**src/rtl/escalonador_placar.sv**
```systemverilog
// escalonador_placar: time-multiplexes one digit recognizer over the scoreboard slots and commits the score atomically
module escalonador_placar #(
  parameter int NUM_DIGITOS    = 7,
  parameter int TIMEOUT_CICLOS = 15
) (
  input  logic                     clock,
  input  logic                     reset,
  input  logic                     iniciar,
  output logic [2:0]               sel_digito,
  output logic                     req_recon,
  input  logic                     ack_recon,
  input  logic [3:0]               digito_recon,
  output logic [4*NUM_DIGITOS-1:0] digitos,
  output logic [23:0]              placar,
  output logic [NUM_DIGITOS-1:0]   erro,
  output logic                     ocupado,
  output logic                     pronto
);
  localparam int CW = $clog2(TIMEOUT_CICLOS + 1);
  typedef enum logic [1:0] {OCIOSO, REQ, ACUM, FIM} estado_t;
  estado_t est, nxt;
  logic [CW-1:0] cnt;
  logic [3:0] cap, d;
  logic [23:0] acc, acc_n;
  logic [4*NUM_DIGITOS-1:0] dig_s;
  logic [NUM_DIGITOS-1:0] err_s, err_n, bit_sel;
  logic timeout, invalido;
  assign timeout   = cnt == CW'(TIMEOUT_CICLOS - 1);
  assign invalido  = cap > 4'd9;
  assign d         = invalido ? 4'd0 : cap;
  assign acc_n     = acc * 24'd10 + {20'd0, d};
  assign bit_sel   = {{(NUM_DIGITOS-1){1'b0}}, 1'b1} << (sel_digito - 3'd1);
  assign err_n     = invalido ? (err_s | bit_sel) : err_s;
  assign req_recon = est == REQ;
  assign ocupado   = est != OCIOSO;
  assign pronto    = est == FIM;
  // state register
  always_ff @(posedge clock)
    est <= reset ? OCIOSO : nxt;
  // next-state: an ack on the timeout cycle takes priority, ack outside REQ is never looked at
  always_comb begin
    nxt = est;
    case (est)
      OCIOSO:  nxt = iniciar ? REQ : OCIOSO;
      REQ:     nxt = (ack_recon || timeout) ? ACUM : REQ;
      ACUM:    nxt = sel_digito > 3'd1 ? REQ : FIM;
      default: nxt = OCIOSO;
    endcase
  end
  // scan datapath: scratch capture, Horner accumulation, commit on the last slot
  always_ff @(posedge clock) begin
    if (reset) begin
      sel_digito <= '0;
      cnt        <= '0;
      cap        <= '0;
      acc        <= '0;
      dig_s      <= '0;
      err_s      <= '0;
      digitos    <= '0;
      placar     <= '0;
      erro       <= '0;
    end else begin
      case (est)
        OCIOSO: if (iniciar) begin
          sel_digito <= 3'(NUM_DIGITOS);
          cnt        <= '0;
          acc        <= '0;
          err_s      <= '0;
        end
        REQ: begin
          cnt <= cnt + 1'b1;
          if (ack_recon || timeout) begin
            cap <= ack_recon ? digito_recon : 4'hF;
            for (int i = 0; i < NUM_DIGITOS; i++)
              if (sel_digito == 3'(i + 1)) dig_s[4*i +: 4] <= ack_recon ? digito_recon : 4'hF;
          end
        end
        ACUM: begin
          acc   <= acc_n;
          err_s <= err_n;
          cnt   <= '0;
          if (sel_digito > 3'd1) sel_digito <= sel_digito - 3'd1;
          else begin
            sel_digito <= '0;
            digitos    <= dig_s;
            placar     <= acc_n;
            erro       <= err_n;
          end
        end
        default: ;
      endcase
    end
  end
endmodule

```
**config.mk**
```make
export PLATFORM = sky130hd
export DESIGN_NAME = escalonador_placar
export DESIGN_NICKNAME = d
export VERILOG_FILES = /design/src/rtl/escalonador_placar.sv
export SDC_FILE = /design/constraint.sdc
export NUM_CORES = 1
export LEC_CHECK = 0
export BUFFER_PORTS_ARGS = -buffer_cell sky130_fd_sc_hd__buf_2
export CAP_MARGIN = 20
export CORE_UTILIZATION = 50
export DETAILED_ROUTE_END_ITERATION = 16
export PLACE_DENSITY = 0.7
export RECOVER_POWER = 100
export SYNTH_ARGS = -nofsm -noshare
export SYNTH_HDL_FRONTEND = slang
export SYNTH_SLANG_ARGS = --single-unit
```
**constraint.sdc**
```tcl
create_clock -name clock -period 8.5 [get_ports clock]
set_clock_uncertainty 0.15 [all_clocks]
set_input_delay 1.7 -clock clock [delete_from_list [all_inputs] [get_ports clock]]
set_output_delay 1.7 -clock clock [all_outputs]
set_load 0.05 [all_outputs]
```
==> summary.md <==
| Metric | Value |
|---|---|
| Status | `finished with violations` |
| Failing checks | `capacitance limit, slew limit` |
| Dpl hpwl | `between 10000 and 15000 um` |
| Antenna Cells | `0` |
| Die span in x | `119 um` |
| Total routed wirelength | `16700 um` |
| Synth Area per Inst | `8.27 um2` |
| Depth of the most critical reg-to-reg path | `11` |
| Final non-filler cell total | `1060` |
| Dpl ws | `roughly 4.6 ns` |
| Buf+Inv Stages, Crit Path | `3` |
| Initial antenna violation count | `0` |
| Critical path peak fanout | `105` |
| Unique masters post-synth | `74` |
| LEAKAGE | `0.00297 uW` |
| Port Buffers | `72` |
| Vias | `6059` |
| Slew Viols, Final | `106` |
| Post-synth EDFFs | `0` |
| Via count of the first global-routing pass | `5795` |
| Clock Pin Slew Worst Setup and Hold Paths | `~0.06 ns` |
| Final Wtd Congestion | `0.937` |
| Cell family with most CP delay | `buffers and inverters` |
| Final setup violation count | `0` |
| Critical path class | `in2reg` |
| Placed Instances | `1027` |
| RSZ-0062 raised after global routing | `false` |
| Crit. End Element | `flip-flop` |
| # IOs | `73` |
| GRT overflow | `0` |
| Final Util | `58.4%` |
| CTS tree | `yes` |
| Die Footprint | `approximately 14000 um2` |
| Core footprint | `13200 um2` |
| Worst reg2reg endpoint | `acc[22]` |
| Commonest cells after routing, fill and taps aside | `dfxtp_1 (130), nor2_1 (118), nand2_1 (103)` |
| Yosys warns | `0` |
| Vias per cell | `5.72` |
| Crit path launch | `reset` |
| Initial core utilization | `51.4%` |
| GRT Util Overall | `24.4%` |
| Most common cell after layout, fill and taps aside | `dfxtp_1` |
| Worst EP required | `8.47 ns` |
| CP max stage cell | `clkbuf_1` |
| Initial drt markers | `415` |
| Cts hold-fix bufs | `0` |
| Startpoint type of the worst setup path | `input port` |
| Least-Margin Pin Slew | `4.39 ns` |
| Setup Buffers After CTS | `0` |
| Max-slew headroom | `-193%` |
| Clock Sinks | `130` |
| Register area share after synthesis | `38.2%` |
| Final WS setup | `2.84 ns` |
| Largest net degree at the start of global routing | `112` |
| Total of max-cap violations | `1` |
| Area grow syn2layout | `13.5%` |
| Worst path max stage delay | `3.10 ns` |
| Post-synth net total | `between 800 and 900` |
| Setup TNS Final | `0 ns` |
| Crit path top cell by count | `clkbuf_1` |
| FFs w/ async S/R, synth | `0%` |
| Reg2Reg Setup Slack | `roughly 4.0 ns` |
| Synth Flop Type | `dfxtp_1` |
| Mapped Cells | `824` |
| CP Cell Sequence | `buf_4 > clkbuf_1 > clkbuf_1 > nor2_1` |
| Final Hold Fails | `0` |
| Total CTS buffers | `17` |
| Multi-input gate area | `3950 um2` |
| Cts repair resizes | `0` |
| Register area | `2600 um2` |
| Post-Syn Area | `6810 um2` |
| Height of the chip | `approximately 120 um` |
| Worst hold path class | `reg2reg` |
| Worst Path Arrival | `5.63 ns` |
| DRT Pass-1 Iters | `5` |
| Antenna Violating Nets Remaining | `0` |
| Clock tree root driver cell | `clkbuf_16` |
| First-pass GRT wire length | `27600 um` |
| Fin crit share | `66.6%` |
| Wire length per cell | `15.7 um` |
| Post-synthesis register bit count | `130` |
| WP depth | `4` |
| Clk Latency, worst-skew pair | `0.43 ns` |
| Final worst path period need | `5.66 ns` |
| H-tree lvl count | `4` |
| Power density cells | `roughly 190 nW/um2` |
| WHS | `0.306 ns` |
| Number of remaining DRC errors | `0` |
| Reg2reg start | `acc[1]` |
| Fill cell count | `1220` |
| F_max | `177 MHz` |
| Crit path capture | `acc[15]` |
| Share of layout cells above drive strength 1 | `6.45%` |
| Layout Nets | `931` |
| Cell Rows | `42` |
| Max Root-Sink Buffers | `2` |
| Maximum VDD drop | `roughly 0.00014 V` |
power breakdown:
| part | internal, uW | leakage, uW | switching [uW] |
|---|---|---|---|
| Sequential | 619 | 0.00105 | 9.16 |
| Combinational | 22.9 | 0.00163 | 76.5 |
| Clock | 465 | 0.000292 | 287 |
| Total | 1110 | 0.00297 | 372 |
cells by family (layout without fill, tap and decap cells):
kind of cell	count (synthesis)	count (layout)	synth area share, %
AO/OA/AOI/OAI	217	217	21.5
multiplexers	2	2	0.312
buffers and inverters	61	121	3.42
XOR/XNOR	32	32	4.44
flip-flops	130	130	38.2
AND/OR/NAND/NOR	330	330	22.4
adder cells (fa/ha/maj)	52	52	9.77
worst min path at each step:
| stage | from | to | slack [ns] | cells past startpoint |
|---|---|---|---|---|
| after floorplan | acc[21] | acc[21] | 0.28 | 2 |
| after detailed placement | digitos[5] | digitos[5] | 0.30 | 2 |
| after global routing | digitos[14] | digitos[14] | 0.32 | 2 |
| after CTS | digitos[5] | digitos[5] | 0.30 | 2 |
| final | dig_s[6] | digitos[6] | 0.31 | 2 |
| after global placement | digitos[2] | digitos[2] | 0.29 | 2 |
worst register-to-register path: stages (launching register included):
cell,delay [ns]
dfxtp_1,0.39
ha_1,0.25
ha_1,0.24
fa_1,0.42
a211oi_1,0.62
o21ai_0,0.32
a211oi_1,0.30
xor2_1,0.16
nor3_1,0.46
nand2_1,0.34
or3_1,0.43
a221o_1,0.31
sequential cells by signal, indices dropped and copies added, names as in the netlist, 4 cells and up:
signal,count
erro,7
placar,24
cnt,4
digitos,28
err_s,7
acc,23
cap,4
dig_s,28
per-layer routing:
metal / GRT usage [%] / share of wire [%] / vias up
li1: - / - / 3021
met2: 40.1 / 47 / 134
met5: 0 / 0 / -
met3: 5.69 / 4.0 / 24
met1: 31.0 / 47 / 2880
met4: 8.78 / 1.5 / 0
area by class of cell:
cell class                 instances  area share, %
clock buffer                      18           5.55
sequential                       130           33.7
tap                              176           2.85
clock inverter                    14           2.28
multi-input combinational        633           51.0
timing repair buffer              77           4.03
inverter                          12          0.583
cell usage after synthesis, drive strengths merged (3+ instances only):
| master | count | area share (%) |
|---|---|---|
| nor2b | 17 | 1.6 |
| o211ai | 5 | 0.62 |
| nand3 | 19 | 1.5 |
| nor4 | 6 | 0.55 |
| o21ai | 27 | 2.1 |
| and2 | 6 | 0.55 |
| o21a | 11 | 1.3 |
| and4 | 3 | 0.39 |
| or2 | 3 | 0.28 |
| ha | 50 | 9.2 |
| a31oi | 5 | 0.46 |
| xor2 | 16 | 2.2 |
| nand4 | 7 | 0.64 |
| a211o | 4 | 0.51 |
| nand2 | 103 | 5.7 |
| a211oi | 40 | 4.6 |
| a21o | 9 | 0.99 |
| nor2 | 119 | 6.6 |
| a2111oi | 4 | 0.51 |
| a21oi | 72 | 5.3 |
| buf | 9 | 0.55 |
| dfxtp | 130 | 38 |
| a221o | 3 | 0.44 |
| inv | 11 | 0.61 |
| nand2b | 5 | 0.46 |
| xnor2 | 16 | 2.3 |
| o21bai | 4 | 0.50 |
| nor3 | 27 | 2.2 |
| clkbuf | 40 | 2.2 |
| a22oi | 16 | 1.8 |
| and3 | 3 | 0.28 |
stage by stage:
| step | total power [uW] | area [um2] |
|---|---|---|
| after floorplan | 716 | 6810 |
| after global placement | 740 | 7250 |
| after detailed placement | 743 | 7250 |
| after CTS | 1490 | 7860 |
| after global routing | 1530 | 7730 |
| final | 1480 | 7730 |
(Power assumes the default switching activity.)
